<file path="config.mk">
export PLATFORM = sky130hd
export DESIGN_NAME = rc_pwm_demodulator_array_flat
export DESIGN_NICKNAME = d
export VERILOG_FILES = /design/src/rtl/rc_pwm_demodulator_array_if.sv /design/src/rtl/rc_pwm_demodulator_array.sv /design/src/flat_wrapper.sv
export SDC_FILE = /design/constraint.sdc
export NUM_CORES = 1
export LEC_CHECK = 0
export BUFFER_PORTS_ARGS = -buffer_cell sky130_fd_sc_hd__buf_2
export CAP_MARGIN = 20
export CORE_MARGIN = 1
export CORE_UTILIZATION = 35
export CTS_BUF_LIST = sky130_fd_sc_hd__clkbuf_4 sky130_fd_sc_hd__clkbuf_8
export DETAILED_ROUTE_END_ITERATION = 8
export MAX_ROUTING_LAYER = met4
export PLACE_DENSITY = 0.46
export SYNTH_ARGS = -nofsm -noshare
export SYNTH_HDL_FRONTEND = slang
export SYNTH_SLANG_ARGS = --single-unit
export TNS_END_PERCENT = 20
</file>
<file path="constraint.sdc">
create_clock -name clock_i -period 3.86 [get_ports clock_i]
set_input_delay 1.158 -clock clock_i [delete_from_list [all_inputs] [get_ports clock_i]]
set_output_delay 1.158 -clock clock_i [all_outputs]
set_load 0.02 [all_outputs]
</file>
<file path="src/rtl/rc_pwm_demodulator_array_if.sv">
// Bus bundle for the RC PWM demodulator array: global enable, raw PWM pins and
// the per-channel status/level outputs plus the registered active-channel count.
interface rc_pwm_demodulator_array_if #(
    parameter int CHANNELS = 8
);
    localparam int OW = $clog2(CHANNELS + 1);

    logic                enable_i;
    logic [CHANNELS-1:0] pwm_i;
    logic [CHANNELS-1:0] channel_o;
    logic [CHANNELS-1:0] pulse_valid_o;
    logic [CHANNELS-1:0] pulse_error_o;
    logic [CHANNELS-1:0] signal_lost_o;
    logic [OW-1:0]       ones_o;

    modport master (
        output enable_i, pwm_i,
        input  channel_o, pulse_valid_o, pulse_error_o, signal_lost_o, ones_o
    );

    modport slave (
        input  enable_i, pwm_i,
        output channel_o, pulse_valid_o, pulse_error_o, signal_lost_o, ones_o
    );
endinterface

</file>
<file path="src/rtl/rc_pwm_demodulator_array.sv">
// N-channel RC servo PWM demodulator: pulse-width measurement, hysteresis on/off,
// glitch/stuck-high errors. Define FAILSAFE_EN to add the per-channel signal-loss timeout.
module rc_pwm_channel #(
    parameter int MAX_COUNTER_VALUE  = 2500,
    parameter int HIGH_COUNTER_VALUE = 1800,
    parameter int LOW_COUNTER_VALUE  = 1200,
    parameter int MIN_PULSE_VALUE    = 500,
    parameter int TIMEOUT_VALUE      = 25000
) (
    input  logic i_clk,
    input  logic i_rst,
    input  logic i_en,
    input  logic i_pwm,
    output logic o_chan,
    output logic o_valid,
    output logic o_error,
    output logic o_lost
);
    localparam int CW = $clog2(MAX_COUNTER_VALUE + 1);
    localparam logic [CW-1:0] C_MAX_M1 = CW'(MAX_COUNTER_VALUE - 1);
    localparam logic [CW-1:0] C_MAX    = CW'(MAX_COUNTER_VALUE);
    localparam logic [CW-1:0] C_HIGH   = CW'(HIGH_COUNTER_VALUE);
    localparam logic [CW-1:0] C_LOW    = CW'(LOW_COUNTER_VALUE);
    localparam logic [CW-1:0] C_MIN    = CW'(MIN_PULSE_VALUE);

    localparam logic [1:0] S_SYNC  = 2'd0;
    localparam logic [1:0] S_ARMED = 2'd1;
    localparam logic [1:0] S_MEAS  = 2'd2;

    logic [2:0]    r_sync;
    logic          r_rise;
    logic [1:0]    r_state;
    logic [CW-1:0] r_cnt;
    logic          r_chan;
    logic          r_valid;
    logic          r_err;
    logic          w_level;

`ifdef FAILSAFE_EN
    localparam int TW = $clog2(TIMEOUT_VALUE + 1);
    localparam logic [TW-1:0] C_TMO    = TW'(TIMEOUT_VALUE);
    localparam logic [TW-1:0] C_TMO_M1 = TW'(TIMEOUT_VALUE - 1);
    logic [TW-1:0] r_tmo;
    logic          r_lost;
`endif

    assign w_level = r_sync[2];

    // Synchronizer is deliberately unreset so a pin held high through reset is seen as high.
    always_ff @(posedge i_clk) begin
        r_sync <= {r_sync[1:0], i_pwm};
        r_rise <= r_sync[1] & ~r_sync[2];
    end

    always_ff @(posedge i_clk) begin
        if (i_rst) begin
            r_state <= S_SYNC;
            r_cnt   <= '0;
            r_chan  <= 1'b0;
            r_valid <= 1'b0;
            r_err   <= 1'b0;
`ifdef FAILSAFE_EN
            r_tmo   <= '0;
            r_lost  <= 1'b0;
`endif
        end else if (!i_en) begin
            r_valid <= 1'b0;
        end else begin
            r_valid <= 1'b0;
`ifdef FAILSAFE_EN
            if (r_rise) begin
                r_tmo <= '0;
            end else if (r_tmo != C_TMO) begin
                r_tmo <= r_tmo + TW'(1);
                if (r_tmo == C_TMO_M1) begin
                    r_lost <= 1'b1;
                    r_chan <= 1'b0;
                end
            end
`endif
            case (r_state)
                S_SYNC: begin
                    if (!w_level) r_state <= S_ARMED;
                end
                S_ARMED: begin
                    if (r_rise) begin
                        r_cnt   <= CW'(1);
                        r_state <= S_MEAS;
                    end
                end
                S_MEAS: begin
                    // Level going low is the falling edge; robust to edges missed while disabled.
                    if (!w_level) begin
                        r_state <= S_ARMED;
                        if (r_cnt < C_MIN) begin
                            r_err <= 1'b1;
                        end else begin
                            r_valid <= 1'b1;
                            r_err   <= 1'b0;
`ifdef FAILSAFE_EN
                            r_lost  <= 1'b0;
`endif
                            if (r_cnt >= C_HIGH)     r_chan <= 1'b1;
                            else if (r_cnt <= C_LOW) r_chan <= 1'b0;
                        end
                    end else if (r_cnt == C_MAX_M1) begin
                        r_cnt   <= C_MAX;
                        r_err   <= 1'b1;
                        r_state <= S_SYNC;
                    end else begin
                        r_cnt <= r_cnt + CW'(1);
                    end
                end
                default: r_state <= S_SYNC;
            endcase
        end
    end

    assign o_chan  = r_chan;
    assign o_valid = r_valid;
    assign o_error = r_err;
`ifdef FAILSAFE_EN
    assign o_lost  = r_lost;
`else
    assign o_lost  = 1'b0;
`endif
endmodule

module rc_pwm_demodulator_array #(
    parameter int CHANNELS           = 8,
    parameter int MAX_COUNTER_VALUE  = 2500,
    parameter int HIGH_COUNTER_VALUE = 1800,
    parameter int LOW_COUNTER_VALUE  = 1200,
    parameter int MIN_PULSE_VALUE    = 500,
    parameter int TIMEOUT_VALUE      = 25000
) (
    input  logic                          clock_i,
    input  logic                          reset_i,
    rc_pwm_demodulator_array_if.slave     io
);
    localparam int OW = $clog2(CHANNELS + 1);

    logic [CHANNELS-1:0] w_chan;
    logic [CHANNELS-1:0] w_valid;
    logic [CHANNELS-1:0] w_err;
    logic [CHANNELS-1:0] w_lost;
    logic [OW-1:0]       w_ones;
    logic [OW-1:0]       r_ones;

    for (genvar g = 0; g < CHANNELS; g++) begin : g_ch
        rc_pwm_channel #(
            .MAX_COUNTER_VALUE  (MAX_COUNTER_VALUE),
            .HIGH_COUNTER_VALUE (HIGH_COUNTER_VALUE),
            .LOW_COUNTER_VALUE  (LOW_COUNTER_VALUE),
            .MIN_PULSE_VALUE    (MIN_PULSE_VALUE),
            .TIMEOUT_VALUE      (TIMEOUT_VALUE)
        ) u_ch (
            .i_clk   (clock_i),
            .i_rst   (reset_i),
            .i_en    (io.enable_i),
            .i_pwm   (io.pwm_i[g]),
            .o_chan  (w_chan[g]),
            .o_valid (w_valid[g]),
            .o_error (w_err[g]),
            .o_lost  (w_lost[g])
        );
    end

    always_comb begin
        w_ones = '0;
        for (int i = 0; i < CHANNELS; i++) w_ones = w_ones + OW'(w_chan[i]);
    end

    always_ff @(posedge clock_i) begin
        if (reset_i) r_ones <= '0;
        else         r_ones <= w_ones;
    end

    assign io.channel_o     = w_chan;
    assign io.pulse_valid_o = w_valid;
    assign io.pulse_error_o = w_err;
    assign io.signal_lost_o = w_lost;
    assign io.ones_o        = r_ones;
endmodule

</file>
<file path="src/flat_wrapper.sv">
// flat-port wrapper written by rule: the top's interface ports become plain ports
module rc_pwm_demodulator_array_flat 
#(
    parameter int CHANNELS           = 8,
    parameter int MAX_COUNTER_VALUE  = 2500,
    parameter int HIGH_COUNTER_VALUE = 1800,
    parameter int LOW_COUNTER_VALUE  = 1200,
    parameter int MIN_PULSE_VALUE    = 500,
    parameter int TIMEOUT_VALUE      = 25000
)
  (clock_i, reset_i, io_enable_i, io_pwm_i, io_channel_o, io_pulse_valid_o, io_pulse_error_o, io_signal_lost_o, io_ones_o);
  rc_pwm_demodulator_array_if #(.CHANNELS(CHANNELS)) io_i ();
  input  logic clock_i;
  input  logic reset_i;
  input wire logic [$bits(io_i.enable_i)-1:0] io_enable_i;
  input wire logic [$bits(io_i.pwm_i)-1:0] io_pwm_i;
  output wire logic [$bits(io_i.channel_o)-1:0] io_channel_o;
  output wire logic [$bits(io_i.pulse_valid_o)-1:0] io_pulse_valid_o;
  output wire logic [$bits(io_i.pulse_error_o)-1:0] io_pulse_error_o;
  output wire logic [$bits(io_i.signal_lost_o)-1:0] io_signal_lost_o;
  output wire logic [$bits(io_i.ones_o)-1:0] io_ones_o;
  assign io_i.enable_i = io_enable_i;
  assign io_i.pwm_i = io_pwm_i;
  assign io_channel_o = io_i.channel_o;
  assign io_pulse_valid_o = io_i.pulse_valid_o;
  assign io_pulse_error_o = io_i.pulse_error_o;
  assign io_signal_lost_o = io_i.signal_lost_o;
  assign io_ones_o = io_i.ones_o;
  rc_pwm_demodulator_array #(.CHANNELS(CHANNELS), .MAX_COUNTER_VALUE(MAX_COUNTER_VALUE), .HIGH_COUNTER_VALUE(HIGH_COUNTER_VALUE), .LOW_COUNTER_VALUE(LOW_COUNTER_VALUE), .MIN_PULSE_VALUE(MIN_PULSE_VALUE), .TIMEOUT_VALUE(TIMEOUT_VALUE)) u_core (.clock_i(clock_i), .reset_i(reset_i), .io(io_i));
endmodule
</file>
==> results.md <==
Clock tree:
- In this run the deepest clock path goes through 2 buffers.
- The clock insertion delay at the later pin of the skew report is about 0.46 ns.
- The TritonCTS clock tree is built.
- Gates resized during post-CTS repair numbered 0.
- The H-tree was split into 4 levels.
- In this run, post-CTS hold repair placed 0 buffers.
- Buffers added to address setup during post-CTS repair amount to 0.
- After clock tree synthesis, the clock-pin slew on the worst setup and hold paths is about 0.10 ns.
- The cell sitting at the root of the clock tree is a clkbuf_8.
- The number of clock buffers added by TritonCTS is 17.
- The TritonCTS sink count is 172.

Placement:
- The global placement routability congestion is 0.846.
- The HPWL reported at the end of detailed placement is 15300 um.
- In this run the tool buffered the top-level ports with 38 buffer cells.

Floorplanning:
- The core area is 26100 sq um.
- The width of the die is ~170 um.
- The die covers 27200 sq um.
- The number of placed I/O pins is 47.
- The number of core rows is 59.
- The die is 165 um tall.
- Once the floorplan was initialized, standard cells occupied 35.7% of the core.

GRT:
- The number of global-route vias before repair is 7207.
- The overall routing resource usage is between 10% and 20%.
- The initial antenna violation count is 0.
- After global routing the overflow that remains totals 0.
- The first-pass GRT wire length is 37000 um.
- The pin count of the biggest net entering global routing is 59.

Power and ir drop:
- In this run the static leakage power is 3.31 nW.
- The largest voltage drop on the vdd net is about 0.19 mV.
- The ratio of total power to cell area is roughly 330 nW/um^2.
- The overall power consumption is 3.29 mW.

Synthesis:
- The post-synthesis instance area is 9300 sq um.
- Counting flops with an async set or reset pin after synthesis yields a share of 0%.
- The share of the synthesized area in the top cell type is 37.0%.
- Counting flops with a built-in enable in the synthesized netlist gives 0.
- The dominant synthesized flop cell is dfxtp_1.
- After synthesis, the cell types taking the most area are dfxtp_1 (37%), a21oi_1 (6.4%), nor2_1 (4.6%).
- The distinct cell type count of the synthesized netlist is 70.
- The synthesized area per cell is 8.08 sq um.
- In this run, synthesis produced a sequential element count of 172.
- The gate count after technology mapping is 1151.
- Summed over all instances, the cell type with the most area after synthesis is dfxtp_1.
- The Yosys step of the flow raised 0 warnings.
- Sequential elements use 37.0% of the synthesized area.

Min path:
- In this run the worst hold path is classified as register to register.

Layout:
- The signed area change from the synthesized netlist to the final layout is 5.87%.
- The most common cell after layout, fill and taps aside is dfxtp_1.
- The proportion of layout cells with a drive suffix above 1 is 11.0%.
- The final net count is ~1200.
- The number of antenna diodes in the final layout is 0.
- In the layout the commonest cells are dfxtp_1 (172), a21oi_1 (118), nor2_1 (115).

Setup path:
- The reg2reg setup slack is between 0.9 and 1 ns.
- Data on the critical path arrives at its endpoint at ~3.3 ns.
- The worst reg2reg path depth is 8.
- The type of the setup path with the least slack is register to register.
- The capture point of the worst path is u_core.io.ones_o[2].
- The endpoint of the lowest-slack register-to-register path is u_core.io.ones_o[2].
- Of all nets on the critical path, the largest fanout is 4.
- In this run the worst setup path begins at u_core.g_ch[1].u_ch.o_chan.
- The endpoint kind of the worst setup timing path is a register.
- Data on the critical path is required at its endpoint by 4.20 ns.
- The launching point of the worst reg2reg path is u_core.g_ch[1].u_ch.o_chan.
- The worst setup path is launched from a register.

Timing:
- The max-slew headroom at the worst pin is 33.3%.
- The number of failing hold endpoints at the final stage is 0.
- Clock skew on the completed layout was measured at 0.0138 ns.
- For the pin with the worst max-slew slack, the measured transition is 0.994 ns.
- Across all hold checks on the routed design, the worst slack comes to 0.336 ns.
- Setup repair after global routing left no endpoint under its margin.
- The final count of negative-setup-slack endpoints is 0.
- Dividing the final minimum period by the clock period gives 75.7%.
- For this run, the top clock speed supported by timing is 342 MHz.
- The post-layout minimum cycle time is 2.92 ns.
- Summed over all failing endpoints, the final setup total negative slack is 0 ns.
- The number of max-slew violations in the final report is 0.

Drt:
- The number of antenna-violating nets in the routed design is 0.
- The number of detailed-routing iterations run before antenna repair is 5.
- The wire length per cell is 14.9 um.
- The total DRC errors in the routed layout is 0.
- Wires add up to between 20000 and 25000 um.
- Dividing the detail-routed via count by the number of cells gives 5.37.
- The DRC violation total after the first TritonRoute iteration is 440.
- The number of vias in the routed layout is 7941.

Outcome:
- The run finished with clean final reports.

Job:
- The tool flagged a number of max-cap violations equal to 0.
-- worst max-delay path, stage by stage (launching register included) --
cell     delay, ns
dfxtp_1       0.35
ha_1          0.30
inv_1         0.05
fa_1          0.51
fa_1          0.52
fa_1          0.47
fa_1          0.39
xor2_1        0.16
nor2_1        0.05
-- kinds of logic (layout without fill, tap and decap cells) --
kind of cell	count (synthesis)	after routing	share of synthesized area (%)
AOI/OAI and AO/OA	305	305	19.3
xor gates and xnor gates	5	5	0.471
adders and majority gates	23	23	3.42
buffers and inverters	123	110	7.21
DFF	172	172	37.0
muxes	3	3	0.323
other	1	8	0.0403
and+or+nand+nor	519	519	32.2
-- synthesized netlist by cell type, drive strengths merged, types with 19 or more instances --
cell    number
o21ai       91
a31oi       40
nand2       78
nand3       71
nor2       119
inv         32
clkbuf      27
nand3b      21
ha          19
nor2b       24
nor3        60
buf         64
a21oi      118
dfxtp      172
or3         31
-- through the flow --
stage                     util [%]  instances  worst slack (ns)  cell area [sq um]
after global placement        36.3       1448             0.925               9450
after CTS                     37.8       1480             0.890               9850
after detailed placement      36.3       1448             0.902               9450
final                         37.8       1480             0.939               9850
after floorplan                  -       1158              1.07               9330
after global routing          37.8       1480             0.829               9850
-- flip-flops by register name, summed over array words and instances, names as in the netlist --
signal and count:
u_core.g_ch.u_ch.o_chan 8, u_core.g_ch.u_ch.o_error 8, u_core.g_ch.u_ch.o_valid 8, u_core.g_ch.u_ch.r_cnt 96
u_core.g_ch.u_ch.r_rise 8, u_core.g_ch.u_ch.r_state 16, u_core.g_ch.u_ch.r_sync 24, u_core.io.ones_o 4
-- where the power goes --
part / total, mW / switching (mW) / internal (mW)
Sequential: 1.84 / 0.0325 / 1.81
Clock: 1.30 / 0.709 / 0.587
Combinational: 0.157 / 0.105 / 0.0527
Total: 3.29 / 0.846 / 2.45
-- area by class of cell --
type                            count  area, sq um
Tap cell                          335          419
Sequential cell                   172         3440
Multi-Input combinational cell    863         5210
Clock buffer                       17          234
Clock inverter                     15          164
Fill cell                        2708        16200
Timing Repair Buffer               46          253
Inverter                           32          120
-- routing by layer --
metal  vias to the layer above  track usage [%]  part of all wire, %
met5                         -                -                    0
met4                         0             4.42                 0.83
met3                        13             2.91                  2.8
met2                       116             26.9                   46
met1                      3710             23.3                   50
li1                       4102                -                    -
-- worst min-delay path by stage --
stage                                        from                       endpoint  depth (start not counted)
CTS                 u_core.g_ch[3].u_ch.r_sync[0]  u_core.g_ch[3].u_ch.r_sync[1]                          0
finish              u_core.g_ch[3].u_ch.r_sync[0]  u_core.g_ch[3].u_ch.r_sync[1]                          0
global placement    u_core.g_ch[0].u_ch.r_sync[0]  u_core.g_ch[0].u_ch.r_sync[1]                          0
detailed placement  u_core.g_ch[3].u_ch.r_sync[0]  u_core.g_ch[3].u_ch.r_sync[1]                          0
floorplan           u_core.g_ch[0].u_ch.r_sync[0]  u_core.g_ch[0].u_ch.r_sync[1]                          0
global route        u_core.g_ch[0].u_ch.r_sync[0]  u_core.g_ch[0].u_ch.r_sync[1]                          0
Note: power is estimated with default switching activity, not from simulation.
